File: src/rtl/aer_to_obi.sv
// Receive-side AER-to-OBI bridge: captures tinyODIN output spikes over a 4-phase
// handshake into an event FIFO and exposes them through DATA/STATUS/CTRL registers.
package aer_to_obi_pkg;
  typedef struct packed {
    logic        req;
    logic        we;
    logic [3:0]  be;
    logic [31:0] addr;
    logic [31:0] wdata;
  } obi_req_t;

  typedef struct packed {
    logic        gnt;
    logic        rvalid;
    logic [31:0] rdata;
  } obi_rsp_t;
endpackage

module aer_to_obi #(
  parameter type         req_t      = aer_to_obi_pkg::obi_req_t,
  parameter type         rsp_t      = aer_to_obi_pkg::obi_rsp_t,
  parameter int unsigned NUM_NEU    = 8,
  parameter int unsigned FIFO_DEPTH = 16
) (
  input  logic               clk_i,
  input  logic               rst_i,
  input  req_t               obi_req_i,
  output rsp_t               obi_resp_o,
  input  logic [NUM_NEU-1:0] AEROUT_ADDR,
  input  logic               AEROUT_REQ,
  output logic               AEROUT_ACK,
  output logic               event_irq_o
);

  localparam int unsigned PW = $clog2(FIFO_DEPTH);
  localparam int unsigned CW = PW + 1;
  localparam logic [CW-1:0] DEPTH_C = CW'(FIFO_DEPTH);

  typedef enum logic {IDLE, WAIT_LOW} state_t;

  state_t             state_q, state_d;
  logic               req_meta_q, req_s_q;
  logic               ack_q, ack_d;
  logic               enable_q, enable_d;
  logic               rvalid_q, rvalid_d;
  logic [31:0]        rdata_q, rdata_d;
  logic [PW-1:0]      wr_ptr_q, wr_ptr_d;
  logic [PW-1:0]      rd_ptr_q, rd_ptr_d;
  logic [CW-1:0]      count_q, count_d;
  logic [NUM_NEU-1:0] mem_q [FIFO_DEPTH];

  logic               empty, full, push, pop, flush;
  logic [1:0]         reg_sel;
  logic [NUM_NEU-1:0] head;
  logic               unused_bits;

  assign empty   = (count_q == '0);
  assign full    = (count_q == DEPTH_C);
  assign reg_sel = obi_req_i.addr[3:2];
  assign head    = mem_q[rd_ptr_q];
  assign unused_bits = ^{obi_req_i.be, obi_req_i.addr[31:4], obi_req_i.addr[1:0],
                         obi_req_i.wdata[31:2]};

  always_comb begin
    state_d = state_q;
    ack_d   = ack_q;
    push    = 1'b0;
    unique case (state_q)
      IDLE: begin
        ack_d = 1'b0;
        // Full is the pre-pop flag, so a concurrent pop delays the capture one cycle.
        if (req_s_q && enable_q && !full) begin
          push    = 1'b1;
          ack_d   = 1'b1;
          state_d = WAIT_LOW;
        end
      end
      WAIT_LOW: begin
        if (!req_s_q) begin
          ack_d   = 1'b0;
          state_d = IDLE;
        end
      end
      default: state_d = IDLE;
    endcase
  end

  always_comb begin
    pop      = obi_req_i.req && !obi_req_i.we && (reg_sel == 2'd0) && !empty;
    flush    = obi_req_i.req && obi_req_i.we && (reg_sel == 2'd2) && obi_req_i.wdata[1];
    enable_d = enable_q;
    if (obi_req_i.req && obi_req_i.we && (reg_sel == 2'd2)) begin
      enable_d = obi_req_i.wdata[0];
    end

    wr_ptr_d = wr_ptr_q;
    rd_ptr_d = rd_ptr_q;
    count_d  = count_q;
    if (flush) begin
      wr_ptr_d = '0;
      rd_ptr_d = '0;
      count_d  = '0;
    end else begin
      if (push) wr_ptr_d = wr_ptr_q + PW'(1);
      if (pop)  rd_ptr_d = rd_ptr_q + PW'(1);
      if (push && !pop)      count_d = count_q + CW'(1);
      else if (pop && !push) count_d = count_q - CW'(1);
    end

    rvalid_d = obi_req_i.req;
    rdata_d  = '0;
    if (obi_req_i.req && !obi_req_i.we) begin
      case (reg_sel)
        2'd0: if (!empty) rdata_d = {1'b1, {(31-NUM_NEU){1'b0}}, head};
        2'd1: rdata_d = {14'b0, full, empty, {(16-CW){1'b0}}, count_q};
        2'd2: rdata_d = {31'b0, enable_q};
        default: rdata_d = '0;
      endcase
    end
  end

  always_ff @(posedge clk_i or posedge rst_i) begin
    if (rst_i) begin
      req_meta_q <= 1'b0;
      req_s_q    <= 1'b0;
      state_q    <= IDLE;
      ack_q      <= 1'b0;
      enable_q   <= 1'b1;
      rvalid_q   <= 1'b0;
      rdata_q    <= '0;
      wr_ptr_q   <= '0;
      rd_ptr_q   <= '0;
      count_q    <= '0;
    end else begin
      req_meta_q <= AEROUT_REQ;
      req_s_q    <= req_meta_q;
      state_q    <= state_d;
      ack_q      <= ack_d;
      enable_q   <= enable_d;
      rvalid_q   <= rvalid_d;
      rdata_q    <= rdata_d;
      wr_ptr_q   <= wr_ptr_d;
      rd_ptr_q   <= rd_ptr_d;
      count_q    <= count_d;
    end
  end

  // Storage needs no reset; the pointers and count define what is valid.
  always_ff @(posedge clk_i) begin
    if (push) mem_q[wr_ptr_q] <= AEROUT_ADDR;
  end

  always_comb begin
    obi_resp_o        = '0;
    obi_resp_o.gnt    = obi_req_i.req;
    obi_resp_o.rvalid = rvalid_q;
    obi_resp_o.rdata  = rdata_q;
  end

  assign AEROUT_ACK  = ack_q;
  assign event_irq_o = enable_q && !empty;

endmodule

File: config.mk
export PLATFORM = sky130hd
export DESIGN_NAME = aer_to_obi
export DESIGN_NICKNAME = d
export VERILOG_FILES = /design/src/rtl/aer_to_obi.sv
export SDC_FILE = /design/constraint.sdc
export NUM_CORES = 1
export LEC_CHECK = 0
export ABC_AREA = 1
export BUFFER_PORTS_ARGS = -buffer_cell sky130_fd_sc_hd__buf_4
export CAP_MARGIN = 20
export CELL_PAD_IN_SITES_DETAIL_PLACEMENT = 1
export CELL_PAD_IN_SITES_GLOBAL_PLACEMENT = 1
export CORE_ASPECT_RATIO = 0.9
export CORE_MARGIN = 2
export CORE_UTILIZATION = 47
export CTS_CLUSTER_SIZE = 30
export DETAILED_ROUTE_END_ITERATION = 10
export PLACE_DENSITY = 0.82
export SYNTH_ARGS = -nofsm -noshare
export SYNTH_HDL_FRONTEND = slang
export SYNTH_SLANG_ARGS = --single-unit
File: constraint.sdc
create_clock -name clk_i -period 4.15 [get_ports clk_i]
set_clock_uncertainty 0.2 [all_clocks]
set_input_delay 0.415 -clock clk_i [delete_from_list [all_inputs] [get_ports clk_i]]
set_output_delay 0.415 -clock clk_i [all_outputs]
set_load 0.05 [all_outputs]
After elaboration in Yosys (flattened, before gate mapping)
Memories as Yosys holds them, arrays and structs flattened.
Cells that the tools add are included.
Storage, ports and cells
  register bits: 51
  memory bits (writable): 128
  bits of input ports: 81
  output and inout bits: 36
  logic and storage cells: 59
  memories kept: 1
Cells by class
  add/subtract/negate cells: 4
  equal/unequal tests: 4
  muxes and demuxes: 18
  bitwise logic cells: 1
  reductions and logical operators: 21
Memory list
  mem_q: depth 16, bits a word 8, read ports 1, clocked after Yosys merged registers in 0, write ports 1, line 50  | logic [NUM_NEU-1:0] mem_q [FIFO_DEPTH];
Operator list (number)
  $pmux 32 s3: 1
  $mux 32: 2
  $mux 4: 4
  $mux 5: 3
  $logic_and 1x1->1: 11
  $add 4x1->4 const B: 2
  $mux 1: 6
  $add 5x1->5 const B: 1
  $eq 5x5->1 const B: 1
  $logic_not 1->1: 5
  $logic_not 5->1: 1
  $sub 5x1->5 const B: 1
  $pmux 1 s2: 2
  $reduce_bool 2->1: 2
  $reduce_bool 3->1: 1
  $eq 2x1->1 const B: 1
  $eq 2x2->1 const B: 1
  $logic_not 2->1: 1
  $ne 2x2->1 const B: 1
  $not 1->1: 1

Depth between registers and ports, before layout
Gate-level depths: netlist (run 1).
  word-level depth: 10
  gate-level depth with buffers: 15
  depth with buffers taken out: 14

Worst setup path before layout (run 1)
OpenSTA, ideal clock, no wires.
  kind: flip-flop to flip-flop
  start point: reg enable_q
  end point: reg count_q[4]
  library setup time: 0.116 ns
  arrival time: 1.928 ns
  data required time: 3.834 ns
  path slack: 1.906 ns
  cell stages (with the launch flop): 15
  path buffers: 0
  period minus slack after synthesis: 2.244 ns
  path through: dfstp_2 -> nand2_1 -> nor2_1 -> nand2_4 -> inv_6 -> nand2_8 -> fa_1 -> nand3_1 -> nand2_1 -> xor2_1 -> inv_1 -> nand2_1 -> nand2_1 -> nand2_1 -> nand2_1
Between the ends
  longest elaborated chain between the ends: 7
  elaborated cells on any way between the ends: 10
  those cells by class: mux (4); reduce/logical (6)
RTL lines
  start: declaration: line 44  | logic enable_q, enable_d;
  start signal: assignment: line 139  | enable_q <= enable_d;
  $logic_and 1x1->1 * (2 in a row): line 72  | if (req_s_q && enable_q && !full) begin
  $mux 1 *: line 72
  $mux 1 *: line 68  | unique case (state_q)
  $logic_and 1x1->1 or $logic_not 1->1 (tied branches): line 106, 107
  $mux 5 or $logic_and 1x1->1 (tied branches): line 106, 107
  $mux 5 or $reduce_bool 3->1 (tied branches)
  end signal: assignment: line 144  | count_q <= count_d;
  end: declaration: line 49  | logic [CW-1:0] count_q, count_d;
Mark *: on every way between the ends. The rest lies on a longest branch, timed or not.
A chain may end at the register's enable or synchronous reset.

Worst setup path after layout (run 1)
  start point: in obi_req_i[69] (netlist bit)
  end point: reg count_q[4]
Between the ends
  longest elaborated chain between the ends: 7
  elaborated cells on any way between the ends: 12
  those cells by class: mux (2); reduce/logical (10)
RTL lines
  start: declaration: line 27  | input req_t obi_req_i,
  $logic_and 1x1->1 (3 in a row): line 89  | pop = obi_req_i.req && !obi_req_i.we && (reg_sel == 2'd0) && !empty;
  $logic_not 1->1: line 106  | if (push && !pop) count_d = count_q + CW'(1);
  $logic_and 1x1->1: line 106
  $mux 5: line 106
  $mux 5: line 99  | if (flush) begin
Parallel ways exist; a longest one is shown, timed or not.

==> results of run 1 <==
## worst max-delay path, stage by stage
cell                            delay, ns
sky130_fd_sc_hd__dlygate4sd3_1       0.53
sky130_fd_sc_hd__buf_4               0.16
sky130_fd_sc_hd__nand2_2             0.16
sky130_fd_sc_hd__nor2_1              0.09
sky130_fd_sc_hd__nand2_2             0.29
sky130_fd_sc_hd__nand2_8             0.12
sky130_fd_sc_hd__fa_1                0.41
sky130_fd_sc_hd__nand3_1             0.11
sky130_fd_sc_hd__nand2_1             0.09
sky130_fd_sc_hd__xor2_1              0.22
sky130_fd_sc_hd__inv_1               0.08
sky130_fd_sc_hd__nand2_1             0.06
sky130_fd_sc_hd__nand2_1             0.05
sky130_fd_sc_hd__nand2_1             0.05
sky130_fd_sc_hd__nand2_1             0.04
## cell type report
class                      instances  area [um^2]  share of cell area [%]
clock inverter                    15        171.4                   2.196
inverter                          50        195.2                   2.501
timing repair buffer              36        277.8                   3.559
sequential                       158         4597                   58.90
clock buffer                      17        425.4                   5.450
tap                              198        247.7                   3.174
multi-input combinational        401         1891                   24.22
## flip-flops by register name (all words and copies together) (netlist names)
register,cells
req_s_q,1
rdata_q,11
rvalid_q,1
state_q,1
enable_q,1
count_q,5
AEROUT_ACK,1
mem_q,128
rd_ptr_q,4
wr_ptr_q,4
req_meta_q,1
## synthesized netlist by cell type, types with 2 or more instances
master	n
sky130_fd_sc_hd__dfrtp_1	29
sky130_fd_sc_hd__nor2_4	3
sky130_fd_sc_hd__o21ai_1	5
sky130_fd_sc_hd__ha_1	9
sky130_fd_sc_hd__a211oi_1	2
sky130_fd_sc_hd__buf_6	4
sky130_fd_sc_hd__inv_2	6
sky130_fd_sc_hd__buf_2	11
sky130_fd_sc_hd__nand2_4	3
sky130_fd_sc_hd__nor3_1	4
sky130_fd_sc_hd__buf_4	29
sky130_fd_sc_hd__edfxtp_1	128
sky130_fd_sc_hd__a31oi_1	2
sky130_fd_sc_hd__a21oi_1	15
sky130_fd_sc_hd__xnor2_1	2
sky130_fd_sc_hd__nand2_2	3
sky130_fd_sc_hd__nand4_1	4
sky130_fd_sc_hd__inv_1	41
sky130_fd_sc_hd__nor2_1	62
sky130_fd_sc_hd__nand2_1	169
sky130_fd_sc_hd__o21ai_0	26
sky130_fd_sc_hd__nand3_1	63
## report_power, final
group / leakage, nW / total, W / switching, W / internal [W]
logic: 1.34 / 0.00156 / 0.00112 / 0.000442
clock network: 0.288 / 0.00158 / 0.000642 / 0.000942
registers: 1.53 / 0.00204 / 0.000198 / 0.00184
## logic make-up after synthesis
family                     share of synthesized area, %
and+or+nand+nor                                   19.73
muxes                                            0.1624
adders and majority gates                         1.913
AOI/OAI and AO/OA                                 3.953
other                                           0.05410
buffers and inverters                             7.509
DFF                                               66.30
xor gates and xnor gates                         0.3791
## per-layer routing
layer | vias up | wire (um) | track usage, %
met5 | - | 0 | 0
met2 | 136 | 8924 | 40.40
met4 | 0 | 512 | 10.12
met3 | 49 | 714 | 4.513
met1 | 2306 | 7192 | 29.15
li1 | 2141 | - | -
## stage by stage
stage,utilization [%],hold WS [ns],instance area [um^2],power (W),setup WS (ns)
floorplan,-,0.1312,7007,0.003174,1.906
finish,53.62,0.009016,7805,0.005186,1.388
global route,53.62,0.01262,7805,0.005447,1.204
CTS,53.62,0.002966,7805,0.005193,1.410
global placement,49.31,0.1329,7178,0.003492,1.651
detailed placement,49.31,0.1821,7178,0.003595,1.586
## worst paths after layout
path | slack, ns | startpoint | cells after the start | endpoint
max reg2reg | 1.50 | count_q[0] | 13 | count_q[4]
min reg2reg | 0.20 | req_meta_q | 0 | req_s_q
max | 1.39 | obi_req_i[69] | 15 | count_q[4]
min in group asynchronous | 0.46 | rst_i | 4 | rd_ptr_q[2]
max in group asynchronous | 2.97 | rst_i | 4 | enable_q
min | 0.009 | obi_req_i[0] | 2 | enable_q
==> flow_results.org, run 1 <==
** Status
- The flow ran to the end, and the final reports show no timing, DRC or antenna violations.

** Yosys
- In the synthesized netlist the async set-or-reset flop fraction comes to 18.99%.
- After synthesis the netlist holds a flip-flop and latch count of about 160.
- After synthesis, the mean cell area works out to around 11 um^2.
- The synthesized netlist occupies a cell area of just under 0.007 mm^2.
- Portion of synthesized cell area occupied by the leading cell type :: 55.45%
- Top_reg_cell synth :: sky130_fd_sc_hd__edfxtp_1
- Leading cell types by total area after synthesis :: sky130_fd_sc_hd__edfxtp_1, sky130_fd_sc_hd__dfrtp_1, sky130_fd_sc_hd__nand2_1, sky130_fd_sc_hd__nand3_1, sky130_fd_sc_hd__nor2_1
- During synthesis, Yosys emitted a total of 0 warnings.
- Distinct cell type count after synthesis :: 37
- Synthesis handed over a netlist of approximately 640 instances.
- Post-synthesis sequential area ratio :: between 60% and 70%
- Summed over all instances, the cell type with the most area after synthesis is sky130_fd_sc_hd__edfxtp_1.
- Number of enable-type register cells in the synthesized netlist :: around 130

** Run
- Across the run, the number of max-cap violations was 0.

** Routing
- Post-Route WL :: around 17,000 um
- Drt drc :: 0
- Detailed Routing Iterations Pass 1 :: 4
- Routed vias :: 4,632
- Once detail routing completed, the nets flagged for antenna violations numbered 0.
- Routed WL per cell :: between 15 and 20 um
- Vias/cell :: ~5.3
- Number of DRC violations after detailed-routing iteration 0 :: between 300 and 400

** Worst setup path
- Arrival time reported for the critical path endpoint :: slightly below 3 ns
- The worst setup path is captured at a flop.
- By startpoint and endpoint, the worst setup path is classified as in2reg.
- The worst setup path is launched from an input port.
- For the worst setup path, the data required time is between 4 and 5 ns.
- In this run the worst path has a maximum fanout of 11.

** Cells and area
- Most used cells in the layout excluding fill and tap cells :: sky130_fd_sc_hd__nand2_1, sky130_fd_sc_hd__edfxtp_1, sky130_fd_sc_hd__nand3_1, sky130_fd_sc_hd__nor2_1, sky130_fd_sc_hd__inv_1
- Fin cells :: slightly below 900
- Layout net count :: between 700 and 800
- 0 antenna diodes ended up in the layout.
- Most frequent standard cell in the layout excluding fill and tap cells :: sky130_fd_sc_hd__nand2_1
- Area added between synthesis and finish :: 12.60%
- Filler instances :: around 1,600
- Of the cells placed in the final design, the portion with a size suffix greater than 1 is 12.70%.

** CTS
- The H-tree was split into 4 levels.
- Buffer type at the clock tree root :: sky130_fd_sc_hd__clkbuf_16
- Post-CTS repair changed the size of 0 cells.
- Post-CTS clock slew at the launch and capture registers of the worst setup and hold paths :: 0.07 ns
- CTS Buffer Depth :: 2
- Post-CTS Setup Bufs :: 0
- Number of hold buffers added after CTS :: 3
- Later-pin clock latency in the skew report :: 0.44 ns
- Counting every sink on the clock net gives 158.
- Clock tree from TritonCTS :: yes
- Number of buffers added by the clock tree synthesis step :: 17

** Power and ir drop
- In this run the static leakage power is approximately 3.2 nW.
- The worst-case IR drop observed on VDD is 0.3326 mV.
- Power per cell area :: about 660 mW/mm^2

** Global routing
- Entering global routing, the biggest net connects 63 pins.
- The number of antenna violations at the first check in global routing came to 0.
- First-pass GRT wire length :: 27,480 um
- Vias in the first global route :: between 4,000 and 5,000
- GRT Total Usage :: a little under a quarter
- Total overflow reported by the global router :: 0

** Floorplanning
- The core region is between 0.01 and 0.015 mm^2.
- The die is between 100 and 150 um tall.
- Number of core rows :: 42
- Once the floorplan was initialized, standard cells occupied a little under half of the core.
- Die ar. :: approximately 0.016 mm^2
- between 100 and 150 I/O pins were placed.
- Die boundary width :: ~130 um

** STA
- Headroom to the max-slew limit came out at about 45%.
- For the pin with the worst max-slew slack, the measured transition is around 0.83 ns.
- The final-report max-slew violation count was 0.
- Setup repair after global routing left no endpoint under its margin.
- Period utilisation layout :: about two thirds
- Setup TNS after final layout :: 0 ns
- The number of hold-slack violations in the final timing report was 0.
- Setup violations remaining at the end of the flow were counted as 0.
- Final Critical Period :: between 2 and 3 ns
- Peak clock frequency supported by timing :: between 0.3 and 0.4 GHz

** Placed design
- PortBufs :: 31
- Routability-driven placement finished with a final weighted congestion of ~0.80.
- Dpl cells :: 840
- Post-detailed-placement half-perimeter wirelength :: approximately 11,000 um

** Min path
- Path class of the lowest-slack min-delay path :: in2reg
Power figures use the tool's default switching activity.
==> inputs of run 2 (changes only) <==
--- a/config.mk
+++ b/config.mk
@@ -12,10 +12,10 @@
 export CELL_PAD_IN_SITES_GLOBAL_PLACEMENT = 1
 export CORE_ASPECT_RATIO = 0.9
 export CORE_MARGIN = 2
-export CORE_UTILIZATION = 47
+export CORE_UTILIZATION = 44
 export CTS_CLUSTER_SIZE = 30
 export DETAILED_ROUTE_END_ITERATION = 10
-export PLACE_DENSITY = 0.82
+export PLACE_DENSITY = 0.77
 export SYNTH_ARGS = -nofsm -noshare
 export SYNTH_HDL_FRONTEND = slang
 export SYNTH_SLANG_ARGS = --single-unit
==> constraint.sdc (replaced) <==
create_clock -name clk_i -period 2.61 [get_ports clk_i]
set_clock_uncertainty 0.2 [all_clocks]
set_input_delay 0.261 -clock clk_i [delete_from_list [all_inputs] [get_ports clk_i]]
set_output_delay 0.261 -clock clk_i [all_outputs]
set_load 0.05 [all_outputs]
==> flow_results.org, run 2 (synthesized netlist as in run 1, its figures left out) <==
** STA
- Worst-margin pin slew :: 0.6665 ns (-0.1604 ns)
- Final Critical Period :: ~2.5 ns
- The final-report max-slew violation count is 0 (unchanged).
- The number of setup violations in the final report came to 0 (unchanged).
- Setup TNS after final layout :: 0 ns (unchanged)
- Count of endpoints failing hold in the final timing report :: 0 (unchanged)
- The worst max-slew margin expressed relative to the limit came to 55.52% (+11 points).
- The worst hold slack was 0.01566 ns (+0.006647 ns).
- After layout, the worst path uses a little over nine tenths of the clock period.
- Static timing analysis puts the maximum clock frequency at roughly 0.40 GHz.

** Worst setup path
- Crit-path leading delay family :: simple AND/OR/NAND/NOR gates
- Ordered list of cells on the worst path :: nand2_1, nor2_2, nand2_4, inv_8, nand2_8, ha_1, a21oi_1, nand2_1, xor2_2, inv_1, nand2_1, nand2_1, nand2_1, nand2_1
- End of the worst register-to-register path :: count_q[4]
- The worst setup path is captured at a flop.
- Most used cell along the critical path :: sky130_fd_sc_hd__nand2_1
- Number of logic stages on the critical path including buffering :: 14 (-1)
- On the critical path, the stage with the largest delay is an instance of sky130_fd_sc_hd__dfstp_2.
- Crit-path max cell delay :: 0.59 ns (+0.06 ns)
- Nature of the critical path startpoint :: flop
- Setup slack, reg-to-reg :: 0.13 ns (-1.37 ns)
- The length in cells of the worst reg-to-reg path is 14 (+1).
- The worst setup path is of the reg2reg kind.
- Maximum fanout encountered on the critical timing path :: 9 (-2)
- The worst register-to-register path begins at enable_q.
- Buf+Inv Stages, Crit Path :: 2 (-1)
- The critical path data arrival time came to 2.60 ns (-0.29 ns).
- Required time of the critical path :: 2.73 ns (-1.55 ns)

** Global routing
- Largest net degree at the start of global routing :: 50 (-21%)
- The via count of the first global-routing pass was 4,977 (+1.3%).
- Total overflow reported by the global router :: 0 (unchanged)
- Antenna violations before repair :: 0 (unchanged)
- The global routing usage summed across all routing layers is 23.16% (-0.35 points).
- First-pass GRT wire length :: 28,000 um (+1.9%)

** Floorplanning
- Number of core rows :: 43 (+2.4%)
- The initial standard-cell utilization of the core is 45.05% (-2.6 points).
- Die boundary width :: 136.3 um (+3.3%)
- Die ar. :: 0.01678 mm^2 (+6.6%)
- The floorplan die height was 123.1 um (+3.2%).
- Top Ports :: 117 (unchanged)
- Core ar. :: 0.01539 mm^2 (+5.7%)

** Routing
- The final antenna-violating net count was 0 (unchanged).
- Vias/cell :: 5.249 (-0.84%)
- The number of iterations in the first detailed-routing pass came to 5 (+1).
- Topmost layer with routed signal wires :: met4
- Total met2 wirelength after detailed routing :: 9338 um (+4.6%)
- Drt drc :: 0 (unchanged)
- Sum of routed wire segments on met1 :: 7938 um (+10%)
- The total number of vias came to 4,840 (+4.5%).
- The violation count after the first detailed-route iteration was 423 (+29%).
- The routed wire length per instance was 20.04 um (+1.1%).
- Routed met3 length :: 807 um (+13%)
- Post-Route WL :: 18,470 um (+6.5%)

** Min path
- The worst hold path stage count was 3 (+1).
- Path class of the lowest-slack min-delay path :: in2reg
- Worst-case hold path end point :: enable_q
- In this run the most critical hold path is launched from obi_req_i[68].

** Cells and area
- Final Util :: 52.87% (-0.75 points)
- mem_q holds more flip-flops than any other register.
- Largest registers in the final layout :: mem_q: 128 flops, rdata_q: 11 flops, count_q: 5 flops
- The fraction of final layout cells sized beyond drive strength 1 was 17.22% (+4.5 points).
- Number of inserted diodes :: 0 (unchanged)
- Area added between synthesis and finish :: 17.36%
- The number of flip-flops under the largest register name came to 128 (unchanged).
- The number of standard cells in the layout, taps in and fillers out was 922 (+5.4%).
- Filler instances :: 1,687 (+7.9%)
- Most frequent standard cell in the layout excluding fill and tap cells :: sky130_fd_sc_hd__nand2_1
- Layout net count :: 798 (+5.7%)
- In the layout the commonest cells are sky130_fd_sc_hd__nand2_1, sky130_fd_sc_hd__edfxtp_1, sky130_fd_sc_hd__nand3_1, sky130_fd_sc_hd__nor2_1, sky130_fd_sc_hd__buf_4.

** Run
- The number of max-cap violations was 0 (unchanged).

** Power and ir drop
- Pleak :: 3.332 nW (+5.4%)
- Power per cell area :: 1021 mW/mm^2 (+54%)
- Total power consumption of the routed design :: 0.008310 W (+60%)
- Worst supply voltage drop on vdd :: 0.4874 mV (+47%)

** CTS
- The clock edge transition at the registers on the reported setup and hold paths came to 0.06 ns (about the same).
- CTS sink cnt :: 158 (unchanged)
- Clock tree from TritonCTS :: yes
- Buffer type at the clock tree root :: sky130_fd_sc_hd__clkbuf_16
- The total clock buffers created by CTS came to 17 (unchanged).
- Later-pin clock latency in the skew report :: 0.43 ns (about the same)
- CTS Buffer Depth :: 2 (unchanged)
- Number of levels in the clock H-tree :: 4 (unchanged)

** Placed design
- The count of input and output buffers is 31 (unchanged).
- The cell total after placement came to 871 (+3.7%).
- Global placer's final weighted congestion :: 0.8368 (+5.0%)
- The half-perimeter wire length of the detailed placement result came to 11,890 um (+6.7%).

** Status
- Run status :: finished clean
-- run 2: cell count changes in the layout (fill, tap and decap cells not counted), sizes merged --
cell and delta:
buf +31, dlygate4sd3 +11, clkinv -3, inv +2, bufinv -3, clkinvlp +5
-- run 2: repair_timing --
action,in CTS,in global routing
gates resized for setup,0,12
setup endpoints to repair,0,2
hold buffers,14,0
hold endpoints to repair,152,0
setup buffers,0,4
-- run 2: worst max path at each step --
stage / slack (ns) / to / from
detailed placement: 0.13 / count_q[4] / enable_q
global route: -0.006 / rdata_q[1] / rd_ptr_q[0]
finish: 0.13 / count_q[4] / enable_q
CTS: 0.06 / rdata_q[1] / rd_ptr_q[0]
floorplan: 0.37 / count_q[4] / enable_q
global placement: 0.19 / count_q[4] / enable_q
-- run 2: metal layers --
layer	track usage (%)	vias to the layer above
met5	0	-
met3	3.813	27
met2	39.57	128
met1	30.03	2458
li1	-	2227
met4	8.398	0
-- run 2: power breakdown --
part	total [W]	internal (W)	switching, W	leakage [nW]
clock	0.00227	0.00122	0.00105	0.250
sequential	0.00312	0.00293	0.000193	1.53
combinational	0.00292	0.000874	0.00204	1.55
-- run 2: worst reg2reg max path, delay by kind of cell (launching register included) --
| kind | cells | cell delay [ns] |
|---|---|---|
| adder cells (fa/ha/maj) | 1 | 0.33 |
| AO/OA/AOI/OAI | 1 | 0.16 |
| XOR/XNOR | 1 | 0.18 |
| AND/OR/NAND/NOR | 9 | 0.73 |
| buffers and inverters | 2 | 0.19 |
| flip-flops | 1 | 0.59 |
-- run 2: layout make-up --
class | count | area, um^2 | area share [%]
tap | 202 | 252.7 | 3.107
timing repair inverter | 1 | 5.005 | 0.06152
clock inverter | 15 | 112.6 | 1.384
clock buffer | 17 | 425.4 | 5.229
timing repair buffer | 78 | 631.9 | 7.767
sequential | 158 | 4598 | 56.52
inverter | 50 | 206.4 | 2.538
multi-input combinational | 401 | 1903 | 23.39
-- run 2: through the flow --
stage                     setup WS [ns]  cell area (um^2)
final                            0.1279              8135
after detailed placement         0.1336              7386
after global placement           0.1925              7386
after floorplan                  0.3660              7007
after CTS                       0.06127              8064
after global routing          -0.005976              8135
